[config.mk]
export PLATFORM = sky130hd
export DESIGN_NAME = cnn_layer_accel_pe_output_arbiter
export DESIGN_NICKNAME = d
export VERILOG_FILES = /design/src/rtl/cnn_layer_accel_pe_output_arbiter_pkg.sv /design/src/rtl/cnn_layer_accel_rr_arb.sv /design/src/rtl/cnn_layer_accel_pe_output_arbiter.sv
export SDC_FILE = /design/constraint.sdc
export NUM_CORES = 1
export LEC_CHECK = 0
export BUFFER_PORTS_ARGS = -buffer_cell sky130_fd_sc_hd__clkbuf_2
export CORE_AREA = 2 2 135 137
export CTS_CLUSTER_DIAMETER = 60
export CTS_CLUSTER_SIZE = 12
export DETAILED_ROUTE_END_ITERATION = 16
export DIE_AREA = 0 0 137 139
export MAX_ROUTING_LAYER = met4
export PLACE_DENSITY_LB_ADDON = 0.12
export SLEW_MARGIN = 5
export SYNTH_ARGS = -nofsm -noshare
export SYNTH_HDL_FRONTEND = slang
export SYNTH_SLANG_ARGS = --single-unit
[constraint.sdc]
create_clock -name clk -period 3.6 [get_ports clk]
set_input_delay 0 -clock clk [delete_from_list [all_inputs] [get_ports clk]]
set_output_delay 0 -clock clk [all_outputs]
set_load 0.02 [all_outputs]
[src/rtl/cnn_layer_accel_pe_output_arbiter_pkg.sv]
// rtl/cnn_layer_accel_pe_output_arbiter_pkg.sv - shared flit field positions and lock state type
package cnn_layer_accel_pe_output_arbiter_pkg;

  localparam int C_PKT_HEAD_BIT = 65;
  localparam int C_PKT_TAIL_BIT = 64;

  typedef enum logic {
    LOCK_IDLE   = 1'b0,
    LOCK_LOCKED = 1'b1
  } lock_t;

endpackage

[src/rtl/cnn_layer_accel_rr_arb.sv]
// rtl/cnn_layer_accel_rr_arb.sv - combinational round-robin picker, priority starts at ptr+1
module cnn_layer_accel_rr_arb #(
  parameter int N  = 4,
  parameter int IW = $clog2(N)
) (
  input  logic [N-1:0]  req,
  input  logic [IW-1:0] ptr,
  output logic [N-1:0]  grant,
  output logic [IW-1:0] idx,
  output logic          any
);

  int          pos;
  logic [IW-1:0] lane;

  always_comb begin
    grant = '0;
    idx   = '0;
    any   = 1'b0;
    pos   = 0;
    lane  = '0;
    for (int k = 1; k <= N; k++) begin
      pos = int'(ptr) + k;
      if (pos >= N) pos = pos - N;
      lane = IW'(pos);
      if (!any && req[lane]) begin
        any         = 1'b1;
        grant[lane] = 1'b1;
        idx         = lane;
      end
    end
  end

endmodule

[src/rtl/cnn_layer_accel_pe_output_arbiter.sv]
// rtl/cnn_layer_accel_pe_output_arbiter.sv - packet-atomic round-robin merge of PE output lanes
module cnn_layer_accel_pe_output_arbiter
  import cnn_layer_accel_pe_output_arbiter_pkg::*;
#(
  parameter int C_PACKET_WIDTH = 66,
  parameter int C_NUM_PE       = 4
) (
  input  logic                               clk,
  input  logic                               rst,
  input  logic [C_NUM_PE-1:0]                pe_output_valid,
  output logic [C_NUM_PE-1:0]                pe_output_accept,
  input  logic [C_PACKET_WIDTH*C_NUM_PE-1:0] pe_output_data,
  output logic                               arb_output_valid,
  input  logic                               arb_output_accept,
  output logic [C_PACKET_WIDTH-1:0]          arb_output_data,
  output logic [$clog2(C_NUM_PE)-1:0]        arb_output_grant,
  output logic                               arb_err_no_head
);

  localparam int GW = $clog2(C_NUM_PE);

  lock_t                     lock;
  logic [GW-1:0]             grant_idx;
  logic [GW-1:0]             rr_ptr;
  logic                      settle;
  logic [C_NUM_PE-1:0]       head;
  logic [C_NUM_PE-1:0]       head_gnt;
  logic [C_NUM_PE-1:0]       drop_gnt;
  logic [GW-1:0]             head_idx;
  logic [GW-1:0]             drop_idx;
  logic                      head_any;
  logic                      drop_any;
  logic                      load_ok;
  logic                      load;
  logic                      drop_fire;
  logic [GW-1:0]             sel_idx;
  logic [C_PACKET_WIDTH-1:0] sel_flit;
  logic                      unused_drop_idx;

  always_comb begin
    head = '0;
    for (int i = 0; i < C_NUM_PE; i++)
      head[i] = pe_output_data[C_PACKET_WIDTH*i + C_PKT_HEAD_BIT];
  end

  cnn_layer_accel_rr_arb #(.N(C_NUM_PE), .IW(GW)) u_head_arb (
    .req   (pe_output_valid & head),
    .ptr   (rr_ptr),
    .grant (head_gnt),
    .idx   (head_idx),
    .any   (head_any)
  );

  cnn_layer_accel_rr_arb #(.N(C_NUM_PE), .IW(GW)) u_drop_arb (
    .req   (pe_output_valid & ~head),
    .ptr   (rr_ptr),
    .grant (drop_gnt),
    .idx   (drop_idx),
    .any   (drop_any)
  );

  assign unused_drop_idx = ^drop_idx;
  assign load_ok         = ~arb_output_valid | arb_output_accept;

  // settle blocks arbitration for the cycle after a multi-flit packet releases the lock
  always_comb begin
    pe_output_accept = '0;
    load             = 1'b0;
    drop_fire        = 1'b0;
    sel_idx          = grant_idx;
    if (lock == LOCK_LOCKED) begin
      if (load_ok && pe_output_valid[grant_idx]) begin
        pe_output_accept[grant_idx] = 1'b1;
        load                        = 1'b1;
      end
    end else if (!settle) begin
      if (head_any) begin
        sel_idx = head_idx;
        if (load_ok) begin
          pe_output_accept = head_gnt;
          load             = 1'b1;
        end
      end else if (drop_any) begin
        pe_output_accept = drop_gnt;
        drop_fire        = 1'b1;
      end
    end
  end

  assign sel_flit = pe_output_data[C_PACKET_WIDTH*int'(sel_idx) +: C_PACKET_WIDTH];

  always_ff @(posedge clk) begin
    if (rst) begin
      lock             <= LOCK_IDLE;
      grant_idx        <= '0;
      rr_ptr           <= GW'(C_NUM_PE - 1);
      settle           <= 1'b0;
      arb_output_valid <= 1'b0;
      arb_output_data  <= '0;
      arb_output_grant <= '0;
      arb_err_no_head  <= 1'b0;
    end else begin
      settle <= 1'b0;
      if (arb_output_valid && arb_output_accept)
        arb_output_valid <= 1'b0;
      if (load) begin
        arb_output_valid <= 1'b1;
        arb_output_data  <= sel_flit;
        arb_output_grant <= sel_idx;
      end
      if (drop_fire)
        arb_err_no_head <= 1'b1;
      case (lock)
        LOCK_IDLE: begin
          if (load) begin
            grant_idx <= sel_idx;
            if (sel_flit[C_PKT_TAIL_BIT]) rr_ptr <= sel_idx;
            else                          lock   <= LOCK_LOCKED;
          end
        end
        LOCK_LOCKED: begin
          if (load && sel_flit[C_PKT_TAIL_BIT]) begin
            lock   <= LOCK_IDLE;
            rr_ptr <= grant_idx;
            settle <= 1'b1;
          end
        end
        default: lock <= LOCK_IDLE;
      endcase
    end
  end

endmodule

==> results of run 1 <==
synthesized netlist by cell type, types with 4 or more instances:
library cell,number
sky130_fd_sc_hd__clkbuf_1,24
sky130_fd_sc_hd__bufbuf_8,5
sky130_fd_sc_hd__a31oi_1,4
sky130_fd_sc_hd__a21boi_0,7
sky130_fd_sc_hd__nand3b_1,7
sky130_fd_sc_hd__and2_1,6
sky130_fd_sc_hd__mux2i_1,133
sky130_fd_sc_hd__nand3_1,6
sky130_fd_sc_hd__and3_1,4
sky130_fd_sc_hd__nand2_1,93
sky130_fd_sc_hd__a221oi_1,7
sky130_fd_sc_hd__o22ai_1,4
sky130_fd_sc_hd__nor2_1,15
sky130_fd_sc_hd__a21oi_1,10
sky130_fd_sc_hd__ha_1,8
sky130_fd_sc_hd__buf_12,8
sky130_fd_sc_hd__o221ai_1,68
sky130_fd_sc_hd__dfxtp_1,76
cells by family after synthesis:
kind of cell,count (synthesis),synth area share [%]
adder cells (fa/ha/maj),8,1.922
flip-flops,76,29.21
buffers and inverters,45,7.639
multiplexers,140,28.30
AND/OR/NAND/NOR,155,13.88
AO/OA/AOI/OAI,122,19.05
stage by stage:
step / instance area [sq um] / worst slack, ns / hold WS, ns / utilization [%]
2_1_floorplan: 5209 / 0.2706 / 0.1066 / -
3_5_place_dp: 7032 / 0.3409 / 0.3161 / 39.82
3_3_place_gp: 7032 / 0.3776 / 0.3130 / 39.82
==> impl_summary.txt, run 1 <==
----------------------------------------------------
[Die]
  DIE HEIGHT ... between 100 and 150 um
  Initial standard-cell utilization of the core ... between 20 and 30%
  Standard-cell rows ... between 40 and 50
  Floorplan die width ... 137 um
  Top-level port count ... 345

[Synth]
  Proportion of synthesized flip-flops having asynchronous set or reset ... 0%
  Area of the mapped netlist ... about 5200 sq um
  Top flip-flop cell by instance count after synthesis ... sky130_fd_sc_hd__dfxtp_1
  Sequential share of the synthesized area ... about 29%
  Syn_nets ... 825
  Number of synthesis warnings ... 0
  Post-Synthesis Mean Instance Area ... approximately 9.5 sq um
  Post-synthesis register bit count ... 76
  Post-synth EDFFs ... 0
  Number of unique standard cell types used by synthesis ... 57
  Gate Count Post-Synth ... around 550
  Area share of the largest cell type after synthesis ... 29.21%
  Leading cell types by total area after synthesis ... sky130_fd_sc_hd__dfxtp_1 (29%), sky130_fd_sc_hd__mux2i_1 (26%), sky130_fd_sc_hd__o221ai_1 (11%)
  Cell accounting for the most synthesized area ... sky130_fd_sc_hd__dfxtp_1

[Clock tree]
  Number of gates resized after CTS ... 0
  Total of hold buffers inserted after clock tree synthesis ... between 200 and 250
  Root buffer selected by CTS ... sky130_fd_sc_hd__clkbuf_16
  Post-CTS Setup Repair Bufs ... 0
  Number of levels the H-tree was split into ... 3
  Clock buffer count from CTS ... 9
  Clock buffer depth ... 2
  Num Clock Sinks ... 76

[Outcome]
  Result of the run ... stopped before the end
  Fail Step ... 4_1_cts
  Error text reported by the tool ... [ERROR RSZ-0060] Max buffer count reached.

[Place]
  Number of placed cells counting well taps ... between 1000 and 1500
  Hpwl dp ... about 14000 um
  Global placer's final weighted congestion ... approximately 0.85
  Number of input and output port buffers inserted ... 344

----------------------------------------------------
==> run 2, diff against run 1 <==
--- a/config.mk
+++ b/config.mk
@@ -6,13 +6,10 @@
 export NUM_CORES = 1
 export LEC_CHECK = 0
 export BUFFER_PORTS_ARGS = -buffer_cell sky130_fd_sc_hd__clkbuf_2
-export CORE_AREA = 2 2 135 137
-export CTS_CLUSTER_DIAMETER = 60
-export CTS_CLUSTER_SIZE = 12
+export CORE_AREA = 2 2 136 138
 export DETAILED_ROUTE_END_ITERATION = 16
-export DIE_AREA = 0 0 137 139
-export MAX_ROUTING_LAYER = met4
-export PLACE_DENSITY_LB_ADDON = 0.12
+export DIE_AREA = 0 0 138 140
+export PLACE_DENSITY_LB_ADDON = 0.15
 export SLEW_MARGIN = 5
 export SYNTH_ARGS = -nofsm -noshare
 export SYNTH_HDL_FRONTEND = slang
==> run 2 against run 1 <==
The flow now finishes, with violations (hold timing). Area after synthesis unchanged. Synthesized cell count is the same.
==> impl_summary.txt, run 2 <==
----------------------------------------------------
[Pwr]
  IR drop worst, VDD ... roughly 0.33 mV
  Static Leak ... approximately 0.0048 uW
  Pwr dens ... around 690 nW/um^2

[Cells and area]
  Max FFs per register ... 66
  Fillers ... roughly 1600
  Fraction of final layout cells sized beyond drive strength 1 ... a little under two fifths
  Final-stage net count ... between 1000 and 1500
  Register ranked first by flip-flop count ... arb_output_data
  Layout overhead on the synthesized area ... 86.55%
  Most frequent standard cell in the layout excluding fill and tap cells ... sky130_fd_sc_hd__clkbuf_2
  Summed area of non-filler cells in the final layout ... roughly 9700 sq um
  Top library cells by usage in the layout, fill and taps aside ... sky130_fd_sc_hd__clkbuf_2 (344), sky130_fd_sc_hd__dlygate4sd3_1 (217), sky130_fd_sc_hd__mux2i_1 (132), sky130_fd_sc_hd__nand2_1 (92), sky130_fd_sc_hd__dfxtp_1 (76)

[Outcome]
  Violated checks ... hold timing
  Result of the run ... finished with violations

[Worst setup path]
  Arrival time of data at the critical path endpoint ... roughly 3.7 ns
  Sort of element at the end of the critical path ... register
  Maximum fanout along the worst path ... 14
  Buffering stage count on the worst path with inverters included ... 4
  Cell family with most CP delay ... simple AND/OR/NAND/NOR gates
  Critical Path Sink ... arb_output_data[49]
  Worst EP required ... roughly 3.8 ns
  Cell breakdown of the critical path ... inv_2, ha_1, or4bb_1, nand2_1, and4b_4, or3_4, a31oi_4, buf_12, buf_12, mux2i_1, dlygate4sd3_1, o221ai_1
  CP Launch Type ... register
  Endpoint of the worst-slack reg-to-reg timing path ... arb_output_data[49]
  Most numerous cell on the critical path ... sky130_fd_sc_hd__buf_12
  Reg2Reg Setup Slack ... approximately 0.053 ns
  Kind of critical path ... reg -> reg
  Largest stage delay, worst path ... 0.60 ns
  CP max stage cell ... sky130_fd_sc_hd__dlygate4sd3_1
  FF-to-FF path depth ... 12
  Start point of the critical path ... rr_ptr[0]
  R2r startpoint ... rr_ptr[0]
  Path length in cells of the critical path ... 12

[Die]
  Standard-cell rows ... 49 (unchanged)
  Die outline area ... between 15000 and 20000 sq um
  Floorplan die width ... 138 um (+0.73%)
  DIE HEIGHT ... 140 um (+0.72%)
  Top-level port count ... 345 (unchanged)
  Initial standard-cell utilization of the core ... 29.30% (-0.20 points)
  Core footprint ... between 15000 and 20000 sq um

[Routing]
  Number of DRC markers in iteration 0 ... about 320
  DRT Pass-1 Iters ... 4
  Per-cell routed wire length ... between 15 and 20 um
  Number of vias per cell after detailed routing ... 5.047
  Final wirelength ... ~24000 um
  Number of DRC violations after detailed routing ... 0
  Via Count ... roughly 6800
  Antenna viol nets, final ... 0

[Clock tree]
  Clk_lat worst skew ... 0.34 ns
  Clock buffer depth ... 2 (unchanged)
  Clock tree from TritonCTS ... built
  Clock buffer count from CTS ... 9 (unchanged)
  Number of levels the H-tree was split into ... 3 (unchanged)
  Num Clock Sinks ... 76 (unchanged)
  Root buffer selected by CTS ... sky130_fd_sc_hd__clkbuf_16
  Clock Pin Slew Worst Setup and Hold Paths ... 0.06 ns

[Global route]
  Maximum number of pins on one net before global-route repair ... 42
  Antenna violations before repair ... 0
  First-pass GRT wire length ... 37000 um
  Via count of the first global-routing pass ... 7043
  Grt total ovfl ... 0
  GRT Util Overall ... a little under a quarter

[Timing]
  Setup Skew ... a little over 0.01 ns
  Final Hold Violating Endpoints ... 1
  Number of setup violations in the final report ... 0
  Actual slew at the worst max-slew pin ... approximately 0.7 ns
  Time the worst path needs with I/O delays and setup ... 3.547 ns
  Tightest slew margin relative to the limit ... 52.72%
  Highest achievable clock rate ... approximately 280 MHz
  Fin crit share ... between 90% and 100%
  Max-slew violation count ... 0
  Worst hold margin ... -0.004170 ns

[Place]
  Global placer's final weighted congestion ... 0.8357 (-1.5%)
  Placement Cell Area ... 7104 sq um (+1.0%)
  Hpwl dp ... 15680 um (+8.4%)
  Number of input and output port buffers inserted ... 344 (unchanged)

[Synth]
  Number of synthesis warnings ... 0 (unchanged)
  Area of the mapped netlist ... 5209 sq um (unchanged)
  Syn_nets ... 825 (unchanged)
  Top cells by instance count after synthesis ... sky130_fd_sc_hd__mux2i_1 (133), sky130_fd_sc_hd__nand2_1 (93), sky130_fd_sc_hd__dfxtp_1 (76), sky130_fd_sc_hd__o221ai_1 (68), sky130_fd_sc_hd__clkbuf_1 (24)
  Leading cell types by total area after synthesis ... sky130_fd_sc_hd__dfxtp_1 (29%), sky130_fd_sc_hd__mux2i_1 (26%), sky130_fd_sc_hd__o221ai_1 (11%)
  Post-synthesis register bit count ... 76 (unchanged)
  Proportion of synthesized flip-flops having asynchronous set or reset ... 0% (unchanged)
  Gate Count Post-Synth ... 546 (unchanged)
  Top flip-flop cell by instance count after synthesis ... sky130_fd_sc_hd__dfxtp_1
  Sequential share of the synthesized area ... 29.21% (unchanged)
  Area share of the largest cell type after synthesis ... 29.21% (unchanged)
  Most frequent cell after synthesis ... sky130_fd_sc_hd__mux2i_1
  Cell accounting for the most synthesized area ... sky130_fd_sc_hd__dfxtp_1
  Post-synth EDFFs ... 0 (unchanged)
  Number of unique standard cell types used by synthesis ... 57 (unchanged)
  Post-Synthesis Mean Instance Area ... 9.540 sq um (unchanged)

[Hold path]
  Hold path depth ... 3
  Class of the worst hold path ... in -> reg

[Run]
  Maximum Capacitance Violations ... 0

----------------------------------------------------
[run 2: cell counts after synthesis]
No cell type changed its count.
[run 2: through the flow]
stage               setup TNS, ns  worst slack [ns]  utilization, %  cells  power [uW]
floorplan                       0            0.2706               -    546        4273
global placement                0            0.4404           39.96   1105        5152
detailed placement              0            0.4063           39.96   1105        5136
CTS                             0            0.1032           53.69   1337        6383
global route             -0.01595          -0.01595           54.64   1348        7150
finish                          0           0.05250           54.65   1349        6731
[run 2: power by group]
group          internal [uW]  leakage [uW]  total [uW]  switching [uW]
combinational           2170       0.00400        4510            2330
clock                    481      0.000131         847             366
sequential              1180      0.000627        1380             203
[run 2: worst min-delay path by stage]
| stage | startpoint | end | slack, ns |
|---|---|---|---|
| floorplan | rst | rr_ptr[1] | 0.11 |
| global placement | pe_output_data[165] | arb_output_data[33] | 0.31 |
| detailed placement | pe_output_data[132] | arb_output_data[0] | 0.32 |
| CTS | pe_output_data[227] | arb_output_data[29] | 0.0003 |
| global route | pe_output_data[206] | arb_output_data[8] | 0.004 |
| finish | pe_output_data[227] | arb_output_data[29] | -0.004 |
[run 2: cells by family (layout without fill, tap and decap cells)]
kind of cell               count (synthesis)  after routing  synth area share, %
adders and majority gates                  8              8                1.922
other                                      0              1                    0
AOI/OAI and AO/OA                        122            122                19.05
DFF                                       76             76                29.21
buffers and inverters                     45            618                7.639
muxes                                    140            140                28.30
and+or+nand+nor                          155            155                13.88
[run 2: area by class of cell]
cell class,instances,area [sq um],share of cell area (%)
timing repair buffer,600,4302,44.27
multi-input combinational,425,3324,34.21
sequential,76,1521,15.66
tap,229,286.5,2.949
clock buffer,11,242.7,2.498
clock inverter,4,26.28,0.2704
inverter,3,11.26,0.1159
antenna,1,2.502,0.02575
[run 2: worst min-delay path, stage by stage]
cell                       delay [ns]
sky130_fd_sc_hd__clkbuf_2        0.07
sky130_fd_sc_hd__mux2i_1         0.05
sky130_fd_sc_hd__o221ai_1        0.17
[run 2: layer usage]
layer	vias to the layer above	track usage (%)	wire length [um]	share of wire, %
li1	3253	-	-	-
met1	3201	28.39	10120	42
met2	289	40.65	11930	49
met3	66	4.821	1324	5.4
met4	0	10.74	932	3.8
met5	-	0	0	0
[run 2: timing repair]
action                     CTS  global route
hold buffers               217             0
setup endpoints to repair    0            17
hold endpoints to repair    59             0
buffers inserted             0             8
resized for setup            0             2
(Power assumes the default switching activity.)
==> run 3, diff against run 2 <==
--- a/config.mk
+++ b/config.mk
@@ -5,10 +5,11 @@
 export SDC_FILE = /design/constraint.sdc
 export NUM_CORES = 1
 export LEC_CHECK = 0
-export BUFFER_PORTS_ARGS = -buffer_cell sky130_fd_sc_hd__clkbuf_2
+export BUFFER_PORTS_ARGS = -buffer_cell sky130_fd_sc_hd__buf_2
 export CORE_AREA = 2 2 136 138
 export DETAILED_ROUTE_END_ITERATION = 16
 export DIE_AREA = 0 0 138 140
+export MAX_ROUTING_LAYER = met4
 export PLACE_DENSITY_LB_ADDON = 0.15
 export SLEW_MARGIN = 5
 export SYNTH_ARGS = -nofsm -noshare
==> constraint.sdc (replaced) <==
create_clock -name clk -period 4.33 [get_ports clk]
set_input_delay 0 -clock clk [delete_from_list [all_inputs] [get_ports clk]]
set_output_delay 0 -clock clk [all_outputs]
set_load 0.02 [all_outputs]
==> run 3 against run 2 <==
The flow now stops in 4_1_cts. Area after synthesis is the same. Synthesized cell count is the same.
==> impl_summary.txt, run 3 <==
----------------------------------------------------
[Synth]
  Most frequent cell after synthesis ... sky130_fd_sc_hd__mux2i_1
  Proportion of synthesized flip-flops having asynchronous set or reset ... 0% (unchanged)
  Gate Count Post-Synth ... 546 (unchanged)
  Post-Synthesis Mean Instance Area ... 9.540 sq um (unchanged)
  Top flip-flop cell by instance count after synthesis ... sky130_fd_sc_hd__dfxtp_1
  Syn_nets ... 825 (unchanged)
  Cell accounting for the most synthesized area ... sky130_fd_sc_hd__dfxtp_1
  Area share of the largest cell type after synthesis ... 29.21% (unchanged)
  Sequential share of the synthesized area ... 29.21% (unchanged)
  Post-synthesis register bit count ... 76 (unchanged)
  Area of the mapped netlist ... 5209 sq um (unchanged)
  Top cells by instance count after synthesis ... sky130_fd_sc_hd__mux2i_1 (133), sky130_fd_sc_hd__nand2_1 (93), sky130_fd_sc_hd__dfxtp_1 (76), sky130_fd_sc_hd__o221ai_1 (68), sky130_fd_sc_hd__clkbuf_1 (24)
  Leading cell types by total area after synthesis ... sky130_fd_sc_hd__dfxtp_1 (29%), sky130_fd_sc_hd__mux2i_1 (26%), sky130_fd_sc_hd__o221ai_1 (11%)
  Number of unique standard cell types used by synthesis ... 57 (unchanged)
  Post-synth EDFFs ... 0 (unchanged)
  Number of synthesis warnings ... 0 (unchanged)

[Place]
  Hpwl dp ... 15480 um (-1.3%)
  Placement Cell Area ... 7024 sq um (-1.1%)
  Global placer's final weighted congestion ... 0.8397 (+0.48%)
  Number of input and output port buffers inserted ... 344 (unchanged)
  Post-placement setup slack ... 0.4130 ns (+0.006678 ns)

[Clock tree]
  Number of gates resized after CTS ... 0 (unchanged)
  Root buffer selected by CTS ... sky130_fd_sc_hd__clkbuf_16
  Post-CTS Setup Repair Bufs ... 0 (unchanged)
  Clock buffer count from CTS ... 9 (unchanged)
  Total of hold buffers inserted after clock tree synthesis ... 222 (+2.3%)
  Clock buffer depth ... 2 (unchanged)
  Number of levels the H-tree was split into ... 3 (unchanged)
  Num Clock Sinks ... 76 (unchanged)

[Outcome]
  Fail Step ... 4_1_cts
  Result of the run ... stopped before the end
  Error text reported by the tool ... [ERROR RSZ-0060] Max buffer count reached.

[Die]
  Standard-cell rows ... 49 (unchanged)
  Initial standard-cell utilization of the core ... 29.30% (unchanged)
  Top-level port count ... 345 (unchanged)
  DIE HEIGHT ... 140 um (unchanged)
  Floorplan die width ... 138 um (unchanged)

----------------------------------------------------
==> run 3: cell families after synthesis <==
| logic type | share of synthesized area, % |
|---|---|
| AOI/OAI and AO/OA | 19.05 |
| adders and majority gates | 1.922 |
| buffers and inverters | 7.639 |
| DFF | 29.21 |
| muxes | 28.30 |
| and+or+nand+nor | 13.88 |
==> run 3: per-stage QoR <==
stage / instances / utilization [%]
3_5_place_dp: 1091 / 39.51
3_3_place_gp: 1091 / 39.51
2_1_floorplan: 546 / -
